**src/rtl/bc_mem_arbiter.sv**
```systemverilog
// Round-robin arbiter sharing the basic-computer memory between the CPU controller
// and the DMA/I-O engine; one transaction at a time, registered memory port and acks.
`timescale 1ns/1ps
module bc_mem_arbiter #(
  parameter int ADDR_WIDTH = 12,
  parameter int DATA_WIDTH = 16,
  parameter int MEM_LAT    = 1    // legal range 1..15 (4-bit wait counter)
) (
  input  logic                  clk,
  input  logic                  rst,
  input  logic                  cpu_req,
  input  logic                  cpu_we,
  input  logic [ADDR_WIDTH-1:0] cpu_addr,
  input  logic [DATA_WIDTH-1:0] cpu_wdata,
  output logic                  cpu_ack,
  output logic [DATA_WIDTH-1:0] cpu_rdata,
  input  logic                  dma_req,
  input  logic                  dma_we,
  input  logic [ADDR_WIDTH-1:0] dma_addr,
  input  logic [DATA_WIDTH-1:0] dma_wdata,
  output logic                  dma_ack,
  output logic [DATA_WIDTH-1:0] dma_rdata,
  output logic                  mem_en,
  output logic                  mem_we,
  output logic [ADDR_WIDTH-1:0] mem_addr,
  output logic [DATA_WIDTH-1:0] mem_wdata,
  input  logic [DATA_WIDTH-1:0] mem_rdata,
  output logic                  busy,
  output logic                  owner
);

  typedef enum logic [1:0] {
    IDLE  = 2'd0,
    ISSUE = 2'd1,
    WAIT  = 2'd2,
    ACK   = 2'd3
  } state_t;

  localparam logic [3:0] WAIT_INIT = 4'(MEM_LAT);

  state_t                state;
  logic                  last;      // 0 = CPU, 1 = DMA; loser of the next tie
  logic [3:0]            wait_cnt;
  logic                  lat_we;

  logic                  grant_dma;
  logic                  sel_we;
  logic [ADDR_WIDTH-1:0] sel_addr;
  logic [DATA_WIDTH-1:0] sel_wdata;

  // On a tie the port that did not win last time is granted.
  assign grant_dma = dma_req && (!cpu_req || !last);

  always_comb begin
    // NOTE: every output of a combinational block gets a default first, so no
    // path leaves it unassigned and no latch is inferred.
    sel_we    = cpu_we;
    sel_addr  = cpu_addr;
    sel_wdata = cpu_wdata;
    if (grant_dma) begin
      sel_we    = dma_we;
      sel_addr  = dma_addr;
      sel_wdata = dma_wdata;
    end
  end

  // mem_addr/mem_wdata double as the latched request, so they hold outside ISSUE.
  always_ff @(posedge clk or posedge rst) begin
    if (rst) begin
      state     <= IDLE;
      last      <= 1'b1;
      owner     <= 1'b1;
      busy      <= 1'b0;
      wait_cnt  <= 4'd0;
      lat_we    <= 1'b0;
      mem_en    <= 1'b0;
      mem_we    <= 1'b0;
      mem_addr  <= '0;
      mem_wdata <= '0;
      cpu_ack   <= 1'b0;
      dma_ack   <= 1'b0;
      cpu_rdata <= '0;
      dma_rdata <= '0;
    end else begin
      // NOTE: sequential state uses non-blocking assignments only, so every
      // register samples pre-edge values regardless of statement order.
      cpu_ack <= 1'b0;
      dma_ack <= 1'b0;
      mem_en  <= 1'b0;
      mem_we  <= 1'b0;
      unique case (state)
        IDLE: begin
          if (cpu_req || dma_req) begin
            owner     <= grant_dma;
            lat_we    <= sel_we;
            mem_addr  <= sel_addr;
            mem_wdata <= sel_wdata;
            mem_en    <= 1'b1;
            mem_we    <= sel_we;
            busy      <= 1'b1;
            state     <= ISSUE;
          end
        end
        ISSUE: begin
          if (lat_we) begin
            cpu_ack <= !owner;
            dma_ack <= owner;
            state   <= ACK;
          end else begin
            wait_cnt <= WAIT_INIT;
            state    <= WAIT;
          end
        end
        WAIT: begin
          wait_cnt <= wait_cnt - 4'd1;
          if (wait_cnt == 4'd1) begin
            if (owner) dma_rdata <= mem_rdata;
            else       cpu_rdata <= mem_rdata;
            cpu_ack <= !owner;
            dma_ack <= owner;
            state   <= ACK;
          end
        end
        ACK: begin
          last  <= owner;
          busy  <= 1'b0;
          state <= IDLE;
        end
      endcase
    end
  end

endmodule

```
**config.mk**
```make
export PLATFORM = sky130hd
export DESIGN_NAME = bc_mem_arbiter
export DESIGN_NICKNAME = d
export VERILOG_FILES = /design/src/rtl/bc_mem_arbiter.sv
export SDC_FILE = /design/constraint.sdc
export NUM_CORES = 1
export LEC_CHECK = 0
export BUFFER_PORTS_ARGS = -buffer_cell sky130_fd_sc_hd__clkbuf_2
export CAP_MARGIN = 10
export CORE_MARGIN = 2
export CORE_UTILIZATION = 42
export DETAILED_ROUTE_END_ITERATION = 10
export PLACE_DENSITY = 0.79
export SYNTH_ARGS = -nofsm -noshare
export SYNTH_HDL_FRONTEND = slang
export SYNTH_SLANG_ARGS = --single-unit
```
**constraint.sdc**
```tcl
create_clock -name clk -period 2.1 [get_ports clk]
set_clock_uncertainty 0.15 [all_clocks]
set_input_delay 0.105 -clock clk [delete_from_list [all_inputs] [get_ports clk]]
set_output_delay 0.105 -clock clk [all_outputs]
set_load 0.02 [all_outputs]
```
# Yosys cells after proc, flatten, opt, wreduce, memory -nomap -nowiden
# Cells that the tools add are included.
# op_classes
div_mod_pow	0
mux	21
n_mul	0
n_reduce_logical	15
bitwise	1
n_eq_ne	7
order_cmp	0
shift	0
n_addsub	1
# ops
operator	count
16-bit two-way mux	1
12-bit two-way mux	1
1-bit two-way mux	11
2-bit case mux with 4 select lines	1
4-bit case mux with 2 select lines	1
2-bit AND reduction	4
2-bit inequality test (second input constant)	3
1-bit case mux with 2 select lines	3
3-bit AND reduction	2
2-bit == test (second input constant)	2
4-bit by 1-bit == test with 1-bit output (second input constant)	1
2-bit two-way mux	2
4-bit two-way mux	1
2-bit nonzero test	2
4-bit by 1-bit subtractor with 4-bit output (second input constant)	1
1-bit logical NOT	3
2-bit by 1-bit == test with 1-bit output (second input constant)	1
2-bit logical NOT	1
1-bit logical OR	2
1-bit logical AND	1
1-bit inverter	1
# totals
elab_cells	59
latchBits	0
mem_bits_rw	0
input_bits	78
mem_count	0
mem_bits_ro	0
ff_bits	74

# Depth between registers and ports, before layout
# depth
ltp_word	6
mapped_depth	7

# Worst setup path after synthesis
# OpenSTA, ideal clock, no wires.
# synth_timing
path_kind	register -> register
startpoint	register wait_cnt[1]
endpoint	register cpu_rdata[0]
n_path_buf	1
path_slack_ps	80
synth_period_minus_slack_ps	2020
t_arrival_ps	1745
setup_ps	125
stages_incl_launch_ff	7
path_cell_list	dfrtp_1 inv_1 ha_1 or3b_4 nor3_4 buf_8 mux2_2
# synth_via
elab_chain_len	2
# synth_rtl
item	line_no	text
start, declared	43	logic [3:0] wait_cnt;
start signal, assigned	115	wait_cnt <= wait_cnt - 4'd1;
4-bit by 1-bit == test with 1-bit output	116	if (wait_cnt == 4'd1) begin
3-bit AND reduction (no line)	--	
end signal, assigned	118	else cpu_rdata <= mem_rdata;
end, declared	16	output logic [DATA_WIDTH-1:0] cpu_rdata,
# No other way between the ends.
# A chain may end at the register's enable or synchronous reset.

# Worst setup path in the final report
# layout_timing
startpoint	register wait_cnt[1]
endpoint	register cpu_rdata[15]
# Same word-level chain as after synthesis.

==> results.cfg <==
[status]
status = finished, final reports clean

[floorplan]
dieArea_sq_um = 8280
die_y_microns = 91.0
std_cell_rows = 31
initial_core_util = 0.436
die_w_microns = 91.0
io_pins = 144
core_area_sq_um = 7290

[synth]
yosys_register_bits = 74
syn_nets = 339
synth_top_area_frac = 0.567
synth_area_sq_um = 3180
synth_cell_types = 31
ys_seq_area_frac = 0.583
synth_edf_count = 0
synthTopCellsByArea = dfrtp_1, mux2_2, mux2i_1, o21ai_0, nand2_1
yosysWarnings = 0
synthCells = 255
syn_avg_cell_area_sq_um = 12.5
synth_async_sr_flop_share = 1.00
synthFlopType = dfrtp_1
synth_top_area_cell = dfrtp_1

[cts]
cts_root_buffer = clkbuf_8
htree_levels = 3
clk_pin_slew_ns = 0.07
cts_tree = yes
clock_path_buffers = 2
cts_buffers = 9
worst_skew_pair.late_latency_ns = 0.33
cts.sinks = 74

[global_route]
antenna_found_initial = 0
grt.total_usage = 0.210
globalRouteOverflowTotal = 0
grt_max_degree = 39
grt_pass1_vias = 2917
grt_pass1_wl_microns = 13700

[timing]
timing_hold_violations_final = 0
worst_slew_pin_slew_ns = 0.646
setup_viol = 0
max_slew_margin = 0.568
fin_crit_sh = 0.980
fin_tns_setup_ns = 0
drv_slew = 0
rsz0062_at_grt = yes
worst_slack_ns = 0.0425
timing.fmax_mhz = 486
period_minus_slack_ns = 2.06

[placement]
io_buffer_count = 143
place.gp.congestion = 0.727
dp_hpwl_microns = 5190
pre_cts_slack_ns = 0.103

[setup_path]
worstSetupPathType = reg2reg
worstPathArrival_ns = 2.12
crit_required_ns = 2.17
crit_fanout = 8
crit_path_start_kind = flop
r2r_cells = 6
setup.worst_path.end_class = flop

[cells_and_area]
ff_latch_area_sq_um = 1850
area_growth_pct = 61.1
layout-drive-gt1-share = 0.442
multi_input_area_sq_um = 1270
n_fill_cell = 525
fin_nets = 570
final_common_cell = clkbuf_2
utilization = 0.702
final_cell_mix = clkbuf_2, dlygate4sd3_1, dfrtp_1
antenna_cells = 0

[hold_path]
min_path_cells = 4
holdCritPathClass = in2reg

[drt]
wire_per_inst_microns = 14.9
routed_wl_microns = 8780
drcViolationCount = 0
drt_iter0_markers = 69
firstDrtPassIters = 4
dr_total_vias = 2875
ant_nets = 0
via_per_inst = 4.87

[pwr]
power.leakage_nw = 2.57
ir_drop_uv = 662
p_per_area_nw_per_um2 = 1410

[job]
cap_violations = 0
==> per-layer routing <==
| metal | GRT usage | share of wire | wire length (microns) |
|---|---|---|---|
| met1 | 0.252 | 0.40 | 3510 |
| met2 | 0.360 | 0.51 | 4470 |
| met3 | 0.0589 | 0.075 | 657 |
| met4 | 0.0783 | 0.017 | 146 |
| met5 | 0 | 0 | 0 |
==> sequential cells by signal (all words and copies together), names as in the netlist <==
register / cells
cpu_ack: 1
mem_we: 1
dma_rdata: 16
mem_wdata: 16
mem_addr: 12
state: 2
lat_we: 1
busy: 1
dma_ack: 1
last: 1
cpu_rdata: 16
mem_en: 1
wait_cnt: 4
owner: 1
==> worst paths after layout <==
kind | startpoint | end | slack, ns
hold reg to reg | mem_wdata[4] | mem_wdata[4] | 0.33
max in group asynchronous | rst | last | 1.09
min in group asynchronous | rst | mem_addr[6] | 0.05
setup reg to reg | wait_cnt[1] | cpu_rdata[15] | 0.04
hold / removal | cpu_req | busy | 0.02
setup / recovery | wait_cnt[1] | cpu_rdata[15] | 0.04
==> repair_timing <==
item / in CTS / in global routing
gates resized for setup: 0 / 12
setup buffers: 0 / 3
endpoints found under the hold margin: 135 / 0
setup endpoints to repair: 0 / 13
hold buffers: 76 / 0
==> cells in the mapped netlist, types with 2 or more instances <==
library cell	n
ha_1	6
mux2_2	34
a32o_1	2
a21boi_1	2
a21oi_1	3
dfstp_2	2
mux2i_1	29
inv_1	8
o21ai_0	34
clkbuf_1	6
nand2_1	32
nor2_1	4
dfrtp_1	72
buf_2	4
==> worst max-delay path: stages, from the launching register on <==
cell	delay [ns]
dfrtp_1	0.40
inv_2	0.10
ha_4	0.13
or3b_4	0.39
nor3_4	0.23
clkbuf_16	0.21
mux2_2	0.33
==> cells by family (layout without fill, tap and decap cells) <==
logic type	count (synthesis)	after routing	synth area share
AND/OR/NAND/NOR	47	47	0.0717
multiplexers	63	63	0.212
buffers and inverters	20	256	0.0299
adder cells (fa/ha/maj)	6	6	0.0236
AO/OA/AOI/OAI	45	45	0.0795
flip-flops	74	74	0.583
==> area by class of cell <==
| type | instances | area share |
|---|---|---|
| flip-flops and latches | 74 | 0.362 |
| repair buffers | 232 | 0.322 |
| multi-input cells | 161 | 0.249 |
| clock buffers | 11 | 0.0257 |
| well taps | 99 | 0.0242 |
| clock inverters | 5 | 0.0108 |
| inverters | 8 | 0.00660 |
==> report_power, final <==
group          internal [W]  leakage [nW]  switching (W)
Combinational       0.00158          1.58        0.00199
Clock              0.000546        0.0893       0.000496
Sequential          0.00215         0.899       0.000453
==> metrics by stage <==
stage / instance area [sq um] / cells / hold slack, ns / total power (W)
2_1_floorplan: 3180 / 255 / 0.105 / 0.00468
3_3_place_gp: 4080 / 494 / -0.178 / 0.00569
3_5_place_dp: 4080 / 494 / -0.170 / 0.00585
4_1_cts: 5030 / 586 / 0.000793 / 0.00707
5_1_grt: 5120 / 590 / 0.0216 / 0.00770
6_report: 5120 / 590 / 0.0240 / 0.00721
No activity file was read; power rests on OpenSTA's default activity.
